## config.mk

```make
export PLATFORM = sky130hd
export DESIGN_NAME = mcu_spi
export DESIGN_NICKNAME = d
export VERILOG_FILES = /design/src/rtl/mcu_spi_pkg.sv /design/src/rtl/spi_sync.sv /design/src/rtl/mcu_spi.sv
export SDC_FILE = /design/constraint.sdc
export NUM_CORES = 1
export LEC_CHECK = 0
export ABC_CLOCK_PERIOD_IN_PS = 2200
export CELL_PAD_IN_SITES_DETAIL_PLACEMENT = 1
export CELL_PAD_IN_SITES_GLOBAL_PLACEMENT = 1
export CORE_UTILIZATION = 43
export DETAILED_ROUTE_END_ITERATION = 10
export PLACE_DENSITY_LB_ADDON = 0.15
export SLEW_MARGIN = 15
export SYNTH_ARGS = -nofsm -noshare
export SYNTH_HDL_FRONTEND = slang
export SYNTH_HIERARCHICAL = 1
export SYNTH_SLANG_ARGS = --single-unit
```

## constraint.sdc

```tcl
create_clock -name clk -period 2.2 [get_ports clk]
set_input_delay 0.22 -clock clk [delete_from_list [all_inputs] [get_ports clk]]
set_output_delay 0.22 -clock clk [all_outputs]
set_load 0.02 [all_outputs]
```

## src/rtl/mcu_spi_pkg.sv

```systemverilog
// mcu_spi_pkg: shared state type and sizing constants for the MCU SPI slave.
package mcu_spi_pkg;
  typedef enum logic {IDLE = 1'b0, SHIFT = 1'b1} state_e;
  localparam int SPI_BYTE_BITS      = 8;
  localparam int TIMEOUT_CYCLES_DEF = 50000;
endpackage

```

## src/rtl/spi_sync.sv

```systemverilog
// spi_sync: multi-flop synchronizer with one extra stage for rise/fall detection.
module spi_sync #(
  parameter int   STAGES  = 2,
  parameter logic RST_VAL = 1'b0
) (
  input  logic clk,
  input  logic reset_n,
  input  logic d,
  output logic level,
  output logic rise,
  output logic fall
);
  logic [STAGES-1:0] sync_q;
  logic              prev_q;
  always_ff @(posedge clk or negedge reset_n) begin
    if (!reset_n) begin
      sync_q <= {STAGES{RST_VAL}};
      prev_q <= RST_VAL;
    end else begin
      sync_q <= {sync_q[STAGES-2:0], d};
      prev_q <= sync_q[STAGES-1];
    end
  end
  assign level = sync_q[STAGES-1];
  assign rise  = level & ~prev_q;
  assign fall  = ~level & prev_q;
endmodule

```

## src/rtl/mcu_spi.sv

```systemverilog
// mcu_spi: mode-0 SPI slave moving bytes between an MCU and the clk domain.
// Define MCU_SPI_TIMEOUT_EN to abort frames whose SCK stalls for TIMEOUT_CYCLES.
module mcu_spi
  import mcu_spi_pkg::*;
#(
  parameter int TIMEOUT_CYCLES = TIMEOUT_CYCLES_DEF,
  parameter int SYNC_STAGES    = 2
) (
  input  logic       clk,
  input  logic       reset_n,
  input  logic       spi_io_ss,
  input  logic       spi_io_clk,
  input  logic       spi_io_din,
  output logic       spi_io_dout,
  output logic       data_in_strobe,
  output logic       data_in_start,
  output logic [7:0] data_in,
  input  logic [7:0] data_out,
  output logic       timeout
);
  localparam int BW = SPI_BYTE_BITS;
  state_e               state_q, state_d;
  logic [2:0]           cnt_q, cnt_d;
  logic [BW-1:0]        rx_q, rx_d, tx_q, tx_d, din_q, din_d;
  logic                 strobe_q, start_q, start_d, first_q, first_d, load_q, armed_q;
  logic [SYNC_STAGES:0] settle_q;
  logic                 ss_lvl, ss_rise, ss_fall, sck_rise, sck_fall, mosi, unused_sck_lvl;
  logic [1:0]           unused_mosi_edges;
  logic                 go, shifting, wrap, abort;

  spi_sync #(.STAGES(SYNC_STAGES), .RST_VAL(1'b1)) u_ss (
    .clk(clk), .reset_n(reset_n), .d(spi_io_ss),
    .level(ss_lvl), .rise(ss_rise), .fall(ss_fall)
  );
  spi_sync #(.STAGES(SYNC_STAGES), .RST_VAL(1'b0)) u_sck (
    .clk(clk), .reset_n(reset_n), .d(spi_io_clk),
    .level(unused_sck_lvl), .rise(sck_rise), .fall(sck_fall)
  );
  spi_sync #(.STAGES(SYNC_STAGES), .RST_VAL(1'b0)) u_mosi (
    .clk(clk), .reset_n(reset_n), .d(spi_io_din),
    .level(mosi), .rise(unused_mosi_edges[0]), .fall(unused_mosi_edges[1])
  );

  // An SS fall is only a frame start once SS has been seen high since reset.
  assign go       = ss_fall && armed_q && state_q == IDLE;
  assign shifting = state_q == SHIFT && !ss_rise;
  assign wrap     = shifting && sck_rise && cnt_q == 3'd7;

  always_comb begin
    state_d = ss_rise ? IDLE : go ? SHIFT : state_q;
    cnt_d   = (ss_rise || abort) ? '0 : (shifting && sck_rise) ? cnt_q + 3'd1 : cnt_q;
    rx_d    = (ss_rise || abort) ? '0 : (shifting && sck_rise) ? {rx_q[BW-2:0], mosi} : rx_q;
    tx_d    = (go || load_q) ? data_out
            : (shifting && sck_fall && cnt_q != 3'd0) ? {tx_q[BW-2:0], 1'b0} : tx_q;
    first_d = (go || abort) ? 1'b1 : wrap ? 1'b0 : first_q;
    din_d   = wrap ? {rx_q[BW-2:0], mosi} : din_q;
    start_d = wrap ? first_q : start_q;
  end

  // The fall following a byte's last rise is covered by the reload, not a shift.
  always_ff @(posedge clk or negedge reset_n) begin
    if (!reset_n) begin
      state_q  <= IDLE;
      cnt_q    <= '0;
      rx_q     <= '0;
      tx_q     <= '0;
      din_q    <= '0;
      strobe_q <= 1'b0;
      start_q  <= 1'b0;
      first_q  <= 1'b1;
      load_q   <= 1'b0;
      armed_q  <= 1'b0;
      settle_q <= '0;
    end else begin
      state_q  <= state_d;
      cnt_q    <= cnt_d;
      rx_q     <= rx_d;
      tx_q     <= tx_d;
      din_q    <= din_d;
      strobe_q <= wrap;
      start_q  <= start_d;
      first_q  <= first_d;
      load_q   <= strobe_q;
      settle_q <= {settle_q[SYNC_STAGES-1:0], 1'b1};
      armed_q  <= armed_q | (&settle_q & ss_lvl);
    end
  end

`ifdef MCU_SPI_TIMEOUT_EN
  localparam int TW = $clog2(TIMEOUT_CYCLES + 1);
  localparam logic [TW-1:0] TO_MAX = TW'(TIMEOUT_CYCLES);
  logic [TW-1:0] to_cnt_q, to_inc;
  logic          timeout_q;
  assign to_inc = (state_q == SHIFT && !ss_rise && !sck_rise && !sck_fall) ? to_cnt_q + TW'(1) : '0;
  assign abort  = to_inc == TO_MAX;
  always_ff @(posedge clk or negedge reset_n) begin
    if (!reset_n) begin
      to_cnt_q  <= '0;
      timeout_q <= 1'b0;
    end else begin
      to_cnt_q  <= abort ? '0 : to_inc;
      timeout_q <= abort;
    end
  end
  assign timeout = timeout_q;
`else
  assign abort   = 1'b0;
  assign timeout = 1'b0;
`endif

  assign spi_io_dout    = ~ss_lvl & tx_q[BW-1];
  assign data_in        = din_q;
  assign data_in_strobe = strobe_q;
  assign data_in_start  = start_q;
endmodule
```

==> metrics <==
share of the cycle needed by the critical path after routing=0.8117; Clock Power Share=0.293; type of element capturing the critical path=flop; number of iterations in the first detailed-routing pass=4; total power density per cell area=773.3 nW/um^2; final-report hold violation count=0; Tot Pwr=1.654 mW; pin count of the biggest net entering global routing=28; combinational fraction of design power=0.148; # port buffers=23; clock tree root buffer cell=clkbuf_8; maxcap violations=0; Achievable Freq=560.0 MHz; Min-Delay Path Class=in -> reg; maximum buffer depth of the clock tree=2; average detailed-routed wire length per instance=~16 um; switching power share of the total=0.2630; worst clock skew=0.004726 ns; Die Span Y=66.42 um; PostCTS Resize Cnt=0; number of antenna repair diodes=0; static power due to leakage=0.9219 nW; DP HPWL=2.271 mm; fillers=approximately 420; Worst EP arrival=just under 2 ns; YS warnings=6; CTS tree=yes; Post-Syn Area per Cell=12.30 sq um; number of buffers inserted by post-CTS setup repair=0; deepest level of the CTS H-tree=2; synthesized area=~1800 sq um; remaining global-route overflow=0; row cnt=23; highest-count cells in the layout ignoring fill and taps=dfrtp_1 (39), clkdlybuf4s50_1 (22), nand2_1 (12); required time of the worst setup path=2.38 ns; area enclosed by the die boundary=4411 sq um; transition time at the pin with the least slew margin=0.5935 ns; drt total wl=about 3.4 mm; sequential group share of total power=0.560; share of layout cells above drive strength 1=0.1813; Initial Util=0.4460; worst slew margin relative to its limit=0.6022; DR vias/cell=roughly 5.3; switching power of the nets=0.4349 mW; P&R area growth vs syn=19.85%; most common library cell in the layout ignoring fill and taps=dfrtp_1; global-route wire length before repair=5.968 mm; clock slew seen by the registers of the worst setup and hold paths=0.08 ns; largest voltage drop on the vdd net=0.3673 mV; run status=completed; antenna violations before repair=0; number of buffers inserted during clock tree synthesis=5; final-stage net count=186; Chip Width=66.42 um; final setup fails=0; Period minus WS final=between 1.5 and 2 ns; number of global-route vias before repair=around 1.2k; first-iteration detailed-routing DRC count=roughly 70; RSZ-0062 raised after global routing=false; number of top-level pins=25; clk_lat worst skew=roughly 0.29 ns; overall via count from detail_route=1,163; standard cell core area=between 4000 and 5000 sq um; critical path peak fanout=9; net count after synthesis=161; Crit Path Class=reg -> reg; count of clock tree sinks=43; synthesized instance count=roughly 150; DRC=0; final total negative setup slack=0 ns; type of element launching the critical path=flop; Pins Over Slew Limit=0; internal portion of total power=between 1 and 1.5 mW; count of nets left with antenna violations after detail routing=0; Final GP Congestion=0.7581; global-route usage over all layers=0.1896
path summary, 6_finish.rpt:
path	from	end	slack (ns)	depth (start not counted)
max in group asynchronous	reset_n	first_q	1.09	3
worst max-delay path	u_ss/sync_q[1]	tx_q[0]	0.41	4
worst max register to register	u_ss/sync_q[1]	tx_q[0]	0.41	4
min in group asynchronous	reset_n	tx_q[5]	0.40	2
worst min register to register	u_sck/sync_q[0]	u_sck/sync_q[1]	0.36	0
worst min-delay path	spi_io_ss	u_ss/sync_q[0]	0.33	1
layout make-up:
class,instances,area [sq um],area share
flip-flops and latches,43,1081,0.5056
inverters,4,15.01,0.007022
clock inverters,2,12.51,0.005851
multi-input cells,89,636.9,0.2978
well taps,50,62.56,0.02926
clock buffers,6,72.57,0.03394
repair buffers,27,257.7,0.1205
flip-flops by register name, summed over array words and instances (netlist names):
name	count
first_q	1
armed_q	1
u_ss/sync_q	2
rx_q	7
u_sck/prev_q	1
cnt_q	3
settle_q	3
state_q	1
u_mosi/sync_q	2
u_ss/prev_q	1
load_q	1
data_in_strobe	1
u_sck/sync_q	2
data_in_start	1
data_in	8
tx_q	8
worst max-delay path: stages, from the launching register on:
cell and delay (ns):
dfstp_2 0.57, and2b_2 0.25, nand3b_4 0.13, and2_1 0.34, mux2_2 0.38
power groups by stage:
stage | Clock, mW | Sequential, mW | Combinational, mW
detailed placement | 0 | 0.940 | 0.244
finish | 0.484 | 0.926 | 0.244
global placement | 0 | 0.932 | 0.235
floorplan | 0 | 0.919 | 0.168
CTS | 0.510 | 0.926 | 0.249
global route | 0.544 | 0.936 | 0.276
metal layers:
layer  vias to the layer above  global-route usage  share of wire
li1                        551                   -              -
met1                       581              0.2447           0.47
met2                        23              0.2857           0.46
met3                         8             0.05862          0.046
met4                         0             0.09574          0.022
met5                         -                   0              0
per-stage QoR:
step / area, sq um / cells / setup WS, ns / hold WS (ns) / utilization
after detailed placement: 2043 / 212 / 0.4080 / 0.1965 / 0.5108
after global placement: 2043 / 212 / 0.4627 / 0.1876 / 0.5108
after global routing: 2138 / 221 / 0.2890 / 0.3150 / 0.5346
after CTS: 2138 / 221 / 0.3939 / 0.3158 / 0.5346
final: 2138 / 221 / 0.4143 / 0.3282 / 0.5346
after floorplan: 1784 / 145 / 0.5362 / -0.07559 / -
repair_timing:
item	4_1_cts	5_1_grt
setup endpoints to repair	0	0
hold buffers	1	0
hold endpoints to repair	16	0
(Power assumes the default switching activity.)
